[config.mk]
export PLATFORM = sky130hd
export DESIGN_NAME = spi_flash_ctrl
export DESIGN_NICKNAME = d
export VERILOG_FILES = /design/src/rtl/spi_flash_ctrl.sv
export SDC_FILE = /design/constraint.sdc
export NUM_CORES = 1
export LEC_CHECK = 0
export BUFFER_PORTS_ARGS = -buffer_cell sky130_fd_sc_hd__buf_2
export CAP_MARGIN = 20
export CORE_MARGIN = 2
export CORE_UTILIZATION = 41
export DETAILED_ROUTE_END_ITERATION = 10
export GPL_TIMING_DRIVEN = 0
export SLEW_MARGIN = 20
export SYNTH_ARGS = -nofsm -noshare
export SYNTH_HDL_FRONTEND = slang
export SYNTH_SLANG_ARGS = --single-unit
[constraint.sdc]
create_clock -name clk -period 2 [get_ports clk]
set_input_delay 0.4 -clock clk [delete_from_list [all_inputs] [get_ports clk]]
set_output_delay 0.4 -clock clk [all_outputs]
set_load 0.05 [all_outputs]
[src/rtl/spi_flash_ctrl.sv]
// Byte-wide SPI master for a serial flash: mode 0, MSB first, one byte per wr strobe.
// SCK half-period is DIV clk cycles; cs_n is a separately controlled registered select.
module spi_flash_ctrl #(
    parameter int DIV = 2
) (
    input  logic       clk,
    input  logic       resetq,
    input  logic       wr,
    input  logic [7:0] tx_data,
    input  logic       cs_wr,
    input  logic       cs_val,
    output logic [7:0] rx_data,
    output logic       busy,
    output logic       done,
    output logic       sck,
    output logic       mosi,
    input  logic       miso,
    output logic       cs_n
);

    typedef enum logic [1:0] {IDLE, LOW, HIGH} state_t;

    localparam logic [7:0] DIV_LAST = 8'(DIV - 1);

    state_t     state_q, state_d;
    logic [7:0] div_q, div_d;
    logic [2:0] bitcnt_q, bitcnt_d;
    logic [7:0] tx_sh_q, tx_sh_d;
    logic [7:0] rx_sh_q, rx_sh_d;
    logic [7:0] rx_data_q, rx_data_d;
    logic       busy_q, busy_d;
    logic       done_q, done_d;
    logic       sck_q, sck_d;
    logic       mosi_q, mosi_d;
    logic       cs_n_q, cs_n_d;

    always_comb begin
        state_d   = state_q;
        div_d     = div_q;
        bitcnt_d  = bitcnt_q;
        tx_sh_d   = tx_sh_q;
        rx_sh_d   = rx_sh_q;
        rx_data_d = rx_data_q;
        busy_d    = busy_q;
        done_d    = 1'b0;
        sck_d     = sck_q;
        mosi_d    = mosi_q;
        cs_n_d    = cs_n_q;
        case (state_q)
            IDLE: begin
                // cs_n may only move between bytes, never while a byte is on the wire
                if (cs_wr) cs_n_d = ~cs_val;
                if (wr) begin
                    tx_sh_d  = tx_data;
                    mosi_d   = tx_data[7];
                    bitcnt_d = 3'd7;
                    busy_d   = 1'b1;
                    div_d    = 8'd0;
                    state_d  = LOW;
                end
            end
            LOW: begin
                if (div_q == DIV_LAST) begin
                    div_d   = 8'd0;
                    sck_d   = 1'b1;
                    rx_sh_d = {rx_sh_q[6:0], miso};
                    state_d = HIGH;
                end else begin
                    div_d = div_q + 8'd1;
                end
            end
            HIGH: begin
                if (div_q == DIV_LAST) begin
                    div_d = 8'd0;
                    sck_d = 1'b0;
                    if (bitcnt_q == 3'd0) begin
                        rx_data_d = rx_sh_q;
                        done_d    = 1'b1;
                        busy_d    = 1'b0;
                        state_d   = IDLE;
                    end else begin
                        bitcnt_d = bitcnt_q - 3'd1;
                        tx_sh_d  = {tx_sh_q[6:0], 1'b0};
                        mosi_d   = tx_sh_q[6];
                        state_d  = LOW;
                    end
                end else begin
                    div_d = div_q + 8'd1;
                end
            end
            default: state_d = IDLE;
        endcase
    end

    always_ff @(posedge clk or negedge resetq) begin
        if (!resetq) begin
            state_q   <= IDLE;
            div_q     <= 8'd0;
            bitcnt_q  <= 3'd0;
            tx_sh_q   <= 8'h00;
            rx_sh_q   <= 8'h00;
            rx_data_q <= 8'h00;
            busy_q    <= 1'b0;
            done_q    <= 1'b0;
            sck_q     <= 1'b0;
            mosi_q    <= 1'b0;
            cs_n_q    <= 1'b1;
        end else begin
            state_q   <= state_d;
            div_q     <= div_d;
            bitcnt_q  <= bitcnt_d;
            tx_sh_q   <= tx_sh_d;
            rx_sh_q   <= rx_sh_d;
            rx_data_q <= rx_data_d;
            busy_q    <= busy_d;
            done_q    <= done_d;
            sck_q     <= sck_d;
            mosi_q    <= mosi_d;
            cs_n_q    <= cs_n_d;
        end
    end

    assign rx_data = rx_data_q;
    assign busy    = busy_q;
    assign done    = done_q;
    assign sck     = sck_q;
    assign mosi    = mosi_q;
    assign cs_n    = cs_n_q;

endmodule

### Word level (Yosys, flattened, before mapping)

Index checks and enable logic that the tools add are counted.
Widths: inputs -> output; s select.

* bits in registers: 41
* input port bits: 14
* output and inout port bits: 13

* add/sub/neg operators: 2
* equality and inequality tests: 8
* multiplexer cells: 30
* bitwise operators: 1
* reduce and logical (&&, ||, !) cells: 14

Operators by type and width (number)
* $mux 7: 3
* $mux 8: 2
* $pmux 8 s2: 1
* $pmux 7 s2: 1
* $mux 1: 12
* $ne 2x2->1 const B: 5
* $mux 3: 3
* $reduce_and 3->1: 3
* $add 8x1->8 const B: 1
* $eq 8x1->1 const B: 1
* $reduce_and 4->1: 2
* $mux 2: 3
* $pmux 1 s2: 3
* $pmux 2 s3: 1
* $pmux 3 s2: 1
* $reduce_and 2->1: 3
* $reduce_bool 2->1: 3
* $logic_not 3->1: 1
* $sub 3x1->3 const B: 1
* $eq 2x1->1 const B: 1
* $eq 2x2->1 const B: 1
* $logic_not 2->1: 1
* $reduce_or 2->1: 1
* $not 1->1: 1

### Depth between registers and ports, before layout

Gate-level depths: netlist of the first run.

* word-level depth: 4
* depth in mapped cells: 7
* mapped depth without buffers: 6

### Least setup slack after synthesis of the first run

No wires, ideal clock.

* kind: reg2reg
* from: register state_q[0]
* to: register tx_sh_q[1]
* library setup time: 125 ps
* arrival time: 1685 ps
* required time: 1875 ps
* setup slack: 190 ps
* cell stages (with the launch flop): 7
* path buffers: 2
* cells stage by stage: dfrtp_1 inv_1 ha_1 buf_2 clkbuf_1 mux2_2 mux2_2

* cells in the longest elaborated chain, start to end: 3
* elaborated cells between the ends (all ways): 8
* those cells by class: 4 x eq/ne; 1 x mux; 3 x reduce/logical

RTL lines
* start: declaration: line 25 `state_t state_q, state_d;`
* start signal: assignment: line 109 `state_q <= state_d;`
* $eq 2x2->1 / $logic_not 2->1 (equally long branches): line 49 `case (state_q)`
* $ne 2x2->1 (no source line) / $reduce_bool 2->1 (equally long branches)
* $reduce_and 4->1 (no source line)
* end signal: assignment: line 112 `tx_sh_q <= tx_sh_d;`
* end: declaration: line 28 `logic [7:0] tx_sh_q, tx_sh_d;`

Several ways; a longest one is shown, not always the timed one.
A chain may end at the register's enable or synchronous reset.

### Final worst setup path of the first run

* from: register state_q[1]
* to: register tx_sh_q[4]

Same word-level chain as after synthesis.

==> flow_summary_export.csv, run 1 <==
group,metric,value,unit
die,rows,25,
synth,synth.distinct_cells,36,
synth,synthSimpleGateAreaFrac,12.8,%
sta,tightest_slew,0.898,ns
synth,yosysSeqAreaShare,51.2,%
status,outcome,"complete, no violations",
sta,grt_setup_unrepaired,"no",
sta,fin_crit_sh,93.6,%
critical_path,worstSetupStartpoint,"state_q[1]",
sta,max_freq,534,MHz
critical_path,worstSetupEndpoint,"tx_sh_q[4]",
route,first_pass_iters,4,
synth,synth_fa_ha_area_share,5.61,%
global_route,grt_usage,14.4,%
critical_path,rr_endpoint,"tx_sh_q[4]",
finish,drive_gt1_share,40.1,%
route,ant_nets,0,
critical_path,critPathArrivalTime,2.04,ns
critical_path,cp-start-kind,"flop",
route,drcViolationCount,0,
sta,setup_viol,0,
sta,period_minus_slack,1.87,ns
pwr,finalPower,3.04,mW
clock_network,clkTransAtPathRegs,0.08,ns
route,vias_per_cell,4.92,
pwr,power.density,1300,nW/um2
synth,yosys_warnings,0,
critical_path,r2r_start,"state_q[1]",
clock_network,cts.sinks,41,
die,io_pins,27,
finish,final_area,2340,um2
synth,synthTopCellsByArea,"dfrtp_1 50%, mux2_2 17%, ha_1 5.6%",
critical_path,crit_required,2.17,ns
finish,n_fill_cell,443,
sta,slew_headroom,40.1,%
finish,postLayoutCoreUtil,49.5,%
finish,multi_input_area,945,um2
clock_network,cts_tree,"done",
placed_design,gp_congestion,0.836,
placed_design,dp.cells,257,
clock_network,hold_buffers,0,
finish,syn_to_final_growth,16.5,%
route,route.vias.total,1300,
synth,synthXorXnorAreaFrac,2.18,%
sta,slew_viol_final,0,
die,die_width,73.9,um
placed_design,io_buffers,26,
global_route,grt_pass1_wl,6070,um
synth,synth.area.mux_share,19.1,%
critical_path,path_class,"reg -> reg",
synth,yosysTopAreaCellShare,49.9,%
critical_path,critPathCaptureType,"flop",
placed_design,hpwl,2580,um
finish,seqCellArea,1030,um2
synth,synth_fp_nets,187,
die,dieArea,5470,um2
placed_design,dp_slack,-0.111,ns
sta,fin_ws,0.127,ns
finish,layout.cells.non_filler,264,
sta,tns,0,ns
synth,synth_top_cell_by_area,"dfrtp_1",
synth,synthCells,164,
global_route,grt_pass1_vias,1361,
die,initial_core_util,42.5,%
synth,synth-compound-area-share,6.43,%
clock_network,numCtsBuffers,5,
sta,hold_viol_final,0,
run,drv_cap,0,
pwr,p_leak,1.13,nW
sta,holdWs,0.236,ns
global_route,grt-ovfl-total,0,
die,die_y,73.9,um
critical_path,critPathMaxFanout,9,
route,wirelength,3490,um
clock_network,cts.path.max_buffers,2,
clock_network,clockRootBuffer,"clkbuf_8",
global_route,grt_max_degree,42,
synth,syn_avg_cell_area,12.2,um2
synth,synth_top_family_by_area,"multiplexers",
min_path,hold_class,"in -> async",
die,coreArea,4720,um2
global_route,antenna_found_initial,0,
clock_network,htreeDepth,2,
route,first_iter_violations,77,
placed_design,placed_area,2220,um2
clock_network,postCtsSetupBuffers,0,
clock_network,clk_latency,0.28,ns
finish,antenna_cells,0,
sta,finClkSkew,0.00829,ns
synth,netlist_area,2010,um2
critical_path,r2r_slack,0.13,ns
route,wl_per_cell,13.2,um
finish,num-nets-final,219,
synth,ys_seq_elements,41,
pwr,vdd_drop_max,634,uV
critical_path,reg2reg_depth,5,
-- sequential cells by signal, indices dropped and copies added (netlist names) --
register  count
div_q         8
rx_data       8
rx_sh_q       8
tx_sh_q       7
bitcnt_q      3
state_q       2
busy          1
cs_n          1
done          1
mosi          1
sck           1
-- worst min-delay path by stage --
| stage | end | slack, ns | cells past startpoint |
|---|---|---|---|
| after global placement | cs_n | 0.47 | 2 |
| after detailed placement | cs_n | 0.47 | 2 |
| after floorplan | bitcnt_q[0] | 0.10 | 0 |
| after CTS | div_q[6] | 0.26 | 1 |
| final | div_q[6] | 0.24 | 1 |
| after global routing | cs_n | 0.29 | 2 |
-- cell type report --
class | count | share of cell area, %
repair buffers | 26 | 5.57
well taps | 67 | 3.59
clock inverters | 2 | 0.589
clock buffers | 6 | 3.53
plain buffers | 3 | 1.02
multi-input cells | 111 | 40.4
flip-flops and latches | 41 | 44.0
inverters | 8 | 1.28
-- layout by cell type, fill, tap and decap left out, types with 3 or more instances in the layout --
cell	Yosys	final
dfrtp_1	40	39
mux2_2	30	30
buf_2	1	27
nor2_1	13	13
ha_1	9	9
inv_1	8	8
o21ai_0	9	8
nand2_1	7	7
clkbuf_8	0	6
a21oi_1	5	5
xnor2_1	5	5
nand2b_1	4	3
nand3_1	3	3
mux2i_1	3	3
-- power breakdown --
| part | internal (mW) | switching (mW) | total (mW) |
|---|---|---|---|
| clock network | 0.280 | 0.279 | 0.559 |
| registers | 1.07 | 0.160 | 1.23 |
| logic | 0.562 | 0.690 | 1.25 |
-- cells by family (layout without fill, tap and decap cells) --
kind of cell / Yosys count / after routing
adder cells (fa/ha/maj): 9 / 9
AND/OR/NAND/NOR: 42 / 42
XOR/XNOR: 5 / 5
multiplexers: 34 / 34
flip-flops: 41 / 41
AO/OA/AOI/OAI: 21 / 21
buffers and inverters: 12 / 45
-- synthesized netlist by cell type, drive strengths merged --
master and instances:
and3 1, mux2i 3, o31ai 1, clkbuf 2, o21a 2, mux2 31, xnor2 5, and2 1
nor3 2, a32o 1, o2bb2ai 1, nand4b 1, dfrtp 40, dfstp 1, nor4 2, o2111ai 1
nand2b 4, or3 1, nor2b 1, nand2 8, a21oi 6, inv 8, nor3b 2, ha 9
nor4b 1, nand3 3, buf 2, o21ai 9, nor2 13, nand4 2
-- critical path, cell delays in order (launching register included) --
cell     delay [ns]
dfrtp_1        0.42
inv_1          0.11
ha_1           0.33
nor2b_2        0.47
a21oi_4        0.12
mux2_2         0.30
-- per-layer routing --
metal,vias to the layer above,global-route usage (%),part of all wire (%)
met4,0,4.44,0.63
met1,632,17.0,45
met3,2,4.47,4.4
met2,25,25.2,50
li1,641,-,-
met5,-,0,0
-- timing repair --
action                                  CTS  global route
endpoints found under the setup margin    7             8
pin swaps                                 0             2
resized for setup                         3             7
(Power assumes the default switching activity.)
==> inputs of run 2 (changes only) <==
==> constraint.sdc (replaced) <==
create_clock -name clk -period 1.6 [get_ports clk]
set_input_delay 0.32 -clock clk [delete_from_list [all_inputs] [get_ports clk]]
set_output_delay 0.32 -clock clk [all_outputs]
set_load 0.05 [all_outputs]
==> flow_summary_export.csv, run 2 (synthesis gave the netlist of run 1 again) <==
group,metric,value,unit
clock_network,clk_latency,0.29,ns
die,initial_core_util,42.5,%
clock_network,cts_tree,"done",
clock_network,cts.path.max_buffers,2,
pwr,swShare,35.8,%
clock_network,htreeDepth,2,
sta,setup_viol,24,
sta,finClkSkew,0.00943,ns
sta,period_minus_slack,1.78,ns
pwr,intPower,2.95,mW
pwr,p_seq_share,33.1,%
critical_path,reg2reg_depth,5,
route,wl_per_cell,14.1,um
route,first_iter_violations,76,
finish,antenna_cells,0,
global_route,grt_usage,16.2,%
global_route,grt_max_degree,42,
critical_path,critPathMaxFanout,4,
die,dieArea,5470,um2
critical_path,worstSetupEndpoint,"tx_sh_q[6]",
placed_design,dp.cells,257,
pwr,vdd_drop_max,843,uV
pwr,power.density,1750,nW/um2
critical_path,rr_endpoint,"tx_sh_q[6]",
sta,max_freq,563,MHz
finish,drive_gt1_share,51.0,%
finish,syn_to_final_growth,31.1,%
die,io_pins,27,
sta,fin_ws,-0.176,ns
critical_path,critPathCaptureType,"flop",
clock_network,hold_buffers,0,
critical_path,worstSetupStartpoint,"div_q[5]",
sta,grt_setup_unrepaired,"yes",
sta,slew_viol_final,0,
pwr,switching_power,1.64,mW
die,rows,25,
sta,hold_viol_final,0,
clock_network,numCtsBuffers,5,
clock_network,clkTransAtPathRegs,0.08,ns
critical_path,r2r_slack,-0.18,ns
critical_path,crit_required,1.77,ns
pwr,power_frac_comb,47.9,%
clock_network,clockRootBuffer,"clkbuf_8",
status,violations,"setup timing",
placed_design,gp_congestion,0.818,
critical_path,cp-start-kind,"flop",
sta,tightest_slew,0.908,ns
route,vias_per_cell,5.00,
global_route,grt_pass1_wl,6700,um
global_route,grt_pass1_vias,1426,
route,drcViolationCount,0,
route,wirelength,3920,um
route,route.vias.total,1384,
placed_design,io_buffers,26,
global_route,antenna_found_initial,0,
status,outcome,"finished with violations",
clock_network,cts.sinks,41,
finish,final_cell_mix,"38 x dfrtp_1, 27 x mux2_2, 26 x buf_2, 13 x nor2_1, 11 x buf_4",
die,die_width,73.9,um
die,coreArea,4720,um2
finish,final_common_cell,"dfrtp_1",
die,die_y,73.9,um
global_route,grt-ovfl-total,0,
run,drv_cap,0,
sta,slew_headroom,39.5,%
finish,final_area,2630,um2
min_path,hold_class,"in -> async",
pwr,p_leak,1.24,nW
placed_design,hpwl,2700,um
finish,num-nets-final,232,
finish,layout.cells.non_filler,277,
pwr,power_frac_clock,18.9,%
route,ant_nets,0,
sta,fin_crit_sh,111,%
critical_path,path_class,"reg -> reg",
placed_design,placed_area,2260,um2
route,first_pass_iters,4,
pwr,finalPower,4.59,mW
critical_path,r2r_start,"div_q[5]",
critical_path,critPathArrivalTime,1.95,ns
-- run 2: cell types whose count changed in the layout (fill, tap and decap cells not counted), moves of 2 or more --
cell,previous run,this run
o21ai_0,8,6
nand2b_4,0,2
mux2_2,30,27
mux2_4,1,4
buf_6,1,3
buf_4,0,11
ha_1,9,6
inv_2,0,3
ha_4,0,2
inv_1,8,5
-- run 2: layout make-up --
class | instances | area, um2
fillers | 404 | 2090
clock buffers | 6 | 82.6
flip-flops and latches | 41 | 1030
well taps | 67 | 83.8
inverters | 8 | 30.0
clock inverters | 2 | 37.5
multi-input cells | 112 | 1100
repair buffers | 39 | 248
plain buffers | 2 | 18.8
-- run 2: critical path, stage by stage (launching register included) --
cell and delay [ns]:
dfrtp_2 0.44, nor4_4 0.38, o2111ai_2 0.20, a21oi_4 0.18
buf_4 0.16, mux2_4 0.30
-- run 2: worst min path at each step --
| stage | slack (ns) | start | to |
|---|---|---|---|
| 2_1_floorplan | 0.02 | resetq | bitcnt_q[0] |
| 3_3_place_gp | 0.47 | cs_n | cs_n |
| 3_5_place_dp | 0.48 | bitcnt_q[0] | bitcnt_q[0] |
| 4_1_cts | 0.17 | cs_val | cs_n |
| 5_1_grt | 0.20 | cs_val | cs_n |
| 6_report | 0.14 | resetq | tx_sh_q[0] |
-- run 2: power by group through the flow --
| stage | Sequential (mW) | Combinational, mW | Clock, mW |
|---|---|---|---|
| after floorplan | 1.66 | 1.16 | 0 |
| after global placement | 1.54 | 1.57 | 0 |
| final | 1.52 | 2.20 | 0.870 |
| after CTS | 1.52 | 1.95 | 0.885 |
| after global routing | 1.56 | 2.41 | 0.935 |
| after detailed placement | 1.57 | 1.63 | 0 |
-- run 2: metal layers --
metal / up-vias / track usage, % / routed length (um)
met5: - / 0 / 0
met1: 695 / 19.3 / 1720
met3: 6 / 3.79 / 114
met4: 0 / 5.66 / 44
met2: 18 / 28.5 / 2040
li1: 665 / - / -
-- run 2: timing repair --
item	CTS	global route
setup buffers	8	5
setup endpoints to repair	37	39
pin swaps	3	5
gates cloned	1	0
gates resized for setup	11	22
-- run 2: stage by stage --
step	worst slack [ns]	setup TNS (ns)	hold WS [ns]	utilization, %
after global routing	-0.299	-5.93	0.198	55.7
after floorplan	-0.0858	-1.49	0.0244	-
after global placement	-0.243	-4.82	0.466	47.9
after detailed placement	-0.308	-6.36	0.483	47.9
final	-0.176	-2.80	0.143	55.7
after CTS	-0.198	-4.13	0.171	53.1
==> inputs of run 3 (changes only) <==
--- a/config.mk
+++ b/config.mk
@@ -7,7 +7,6 @@
 export LEC_CHECK = 0
 export BUFFER_PORTS_ARGS = -buffer_cell sky130_fd_sc_hd__buf_2
 export CAP_MARGIN = 20
-export CORE_MARGIN = 2
 export CORE_UTILIZATION = 41
 export DETAILED_ROUTE_END_ITERATION = 10
 export GPL_TIMING_DRIVEN = 0
@@ -15,3 +14,4 @@
 export SYNTH_ARGS = -nofsm -noshare
 export SYNTH_HDL_FRONTEND = slang
 export SYNTH_SLANG_ARGS = --single-unit
+export TNS_END_PERCENT = 50
==> flow_summary_export.csv, run 3 (synthesis gave the netlist of run 1 again) <==
group,metric,value,unit
global_route,grt_pass1_vias,1428,
global_route,grt-ovfl-total,0,
critical_path,cp-start-kind,"flop",
clock_network,clockRootBuffer,"clkbuf_8",
sta,fin_ws,-0.163,ns
clock_network,htreeDepth,2,
clock_network,clk_latency,0.30,ns
finish,final_common_cell,"dfrtp_1",
route,route.vias.total,1401,
clock_network,cts.sinks,41,
die,io_pins,27,
route,wirelength,4110,um
critical_path,critPathMaxFanout,8,
critical_path,path_cells,"nor4_4, o2111ai_2, a21oi_4, buf_12, mux2_4",
run,drv_cap,0,
sta,finClkSkew,0.00408,ns
die,rows,25,
sta,grt_setup_unrepaired,"yes",
pwr,vdd_drop_max,825,uV
finish,antenna_cells,0,
sta,slew_headroom,41.5,%
clock_network,hold_buffers,0,
route,wl_per_cell,14.8,um
clock_network,numCtsBuffers,5,
route,first_pass_iters,4,
clock_network,clkTransAtPathRegs,0.08,ns
placed_design,io_buffers,26,
finish,final_area,2590,um2
critical_path,slowest_stage,"dfrtp_2",
sta,slew_viol_final,0,
status,outcome,"finished with violations",
pwr,intPower,2.91,mW
die,dieArea,5180,um2
critical_path,critPathCaptureType,"flop",
pwr,p_seq_share,33.5,%
critical_path,crit_family,"flip-flops",
sta,holdWs,0.135,ns
critical_path,critPathBufInv,1,
placed_design,dp.cells,257,
placed_design,gp_congestion,0.754,
pwr,p_leak,1.24,nW
pwr,switching_power,1.64,mW
route,ant_nets,0,
critical_path,crit_path_max_incr_delay,0.43,ns
sta,period_minus_slack,1.76,ns
finish,num-nets-final,232,
placed_design,dp_slack,-0.287,ns
finish,syn_to_final_growth,29.3,%
die,initial_core_util,42.5,%
die,die_y,71.9,um
sta,hold_viol_final,0,
global_route,grt_usage,16.8,%
min_path,hold_class,"in -> async",
sta,max_freq,567,MHz
finish,layout.cells.non_filler,277,
sta,tightest_slew,0.878,ns
die,die_width,71.9,um
finish,drive_gt1_share,48.1,%
clock_network,cts_tree,"done",
global_route,grt_max_degree,42,
finish,final_cell_mix,"39 x dfrtp_1, 26 x buf_2, 23 x mux2_2, 13 x nor2_1, 12 x buf_4",
route,vias_per_cell,5.06,
sta,tns,-2.35,ns
sta,setup_viol,25,
critical_path,critPathArrivalTime,1.95,ns
critical_path,crit_required,1.79,ns
route,drcViolationCount,0,
route,first_iter_violations,83,
status,violations,"setup timing",
pwr,power_frac_comb,48.3,%
pwr,power.density,1760,nW/um2
finish,n_fill_cell,414,
pwr,power_frac_clock,18.2,%
sta,fin_crit_sh,110,%
pwr,swShare,36.0,%
critical_path,path_class,"reg -> reg",
clock_network,cts.path.max_buffers,2,
placed_design,placed_area,2260,um2
global_route,grt_pass1_wl,6580,um
die,coreArea,4720,um2
placed_design,hpwl,2640,um
global_route,antenna_found_initial,0,
run 3: changes by cell type in the layout (fill, tap and decap cells not counted), sizes merged:
| cell | change |
|---|---|
| clkinv | +1 |
| clkinvlp | -1 |
run 3: layout make-up:
type / count / area, um2 / area share, %
flip-flops and latches: 41 / 1030 / 39.7
well taps: 67 / 83.8 / 3.23
clock inverters: 2 / 38.8 / 1.50
plain buffers: 2 / 18.8 / 0.724
clock buffers: 6 / 72.6 / 2.80
multi-input cells: 112 / 1080 / 41.5
repair buffers: 39 / 244 / 9.41
inverters: 8 / 30.0 / 1.16
run 3: per-layer routing:
layer	wire length (um)	track usage [%]	vias up
li1	-	-	669
met1	1740	20.1	697
met2	2160	28.5	24
met3	123	4.31	11
met4	94	7.84	0
met5	0	0	-
run 3: stage by stage:
stage | util [%] | power, mW
2_1_floorplan | - | 2.82
3_3_place_gp | 47.8 | 3.11
3_5_place_dp | 47.8 | 3.20
4_1_cts | 52.8 | 4.40
5_1_grt | 54.9 | 4.85
6_report | 54.9 | 4.55
run 3: worst paths after layout:
path | start | end | slack (ns) | cells after the start
setup / recovery | div_q[4] | tx_sh_q[2] | -0.16 | 5
hold reg to reg | bitcnt_q[0] | bitcnt_q[0] | 0.48 | 1
hold / removal | resetq | tx_sh_q[0] | 0.14 | 1
setup reg to reg | div_q[4] | tx_sh_q[2] | -0.16 | 5
min in group clk | cs_val | cs_n | 0.18 | 2
max in group asynchronous | resetq | div_q[4] | 0.87 | 1
run 3: what timing repair did:
item	4_1_cts	5_1_grt
buffers inserted	7	6
pin swaps	3	5
cloned	0	1
endpoints found under the setup margin	35	39
resized for setup	17	12
run 3: power by group through the flow:
stage / logic [mW] / clock network (mW) / registers, mW
detailed placement: 1.63 / 0 / 1.57
floorplan: 1.16 / 0 / 1.66
global placement: 1.56 / 0 / 1.54
global route: 2.39 / 0.903 / 1.56
CTS: 2.02 / 0.850 / 1.52
finish: 2.20 / 0.829 / 1.52
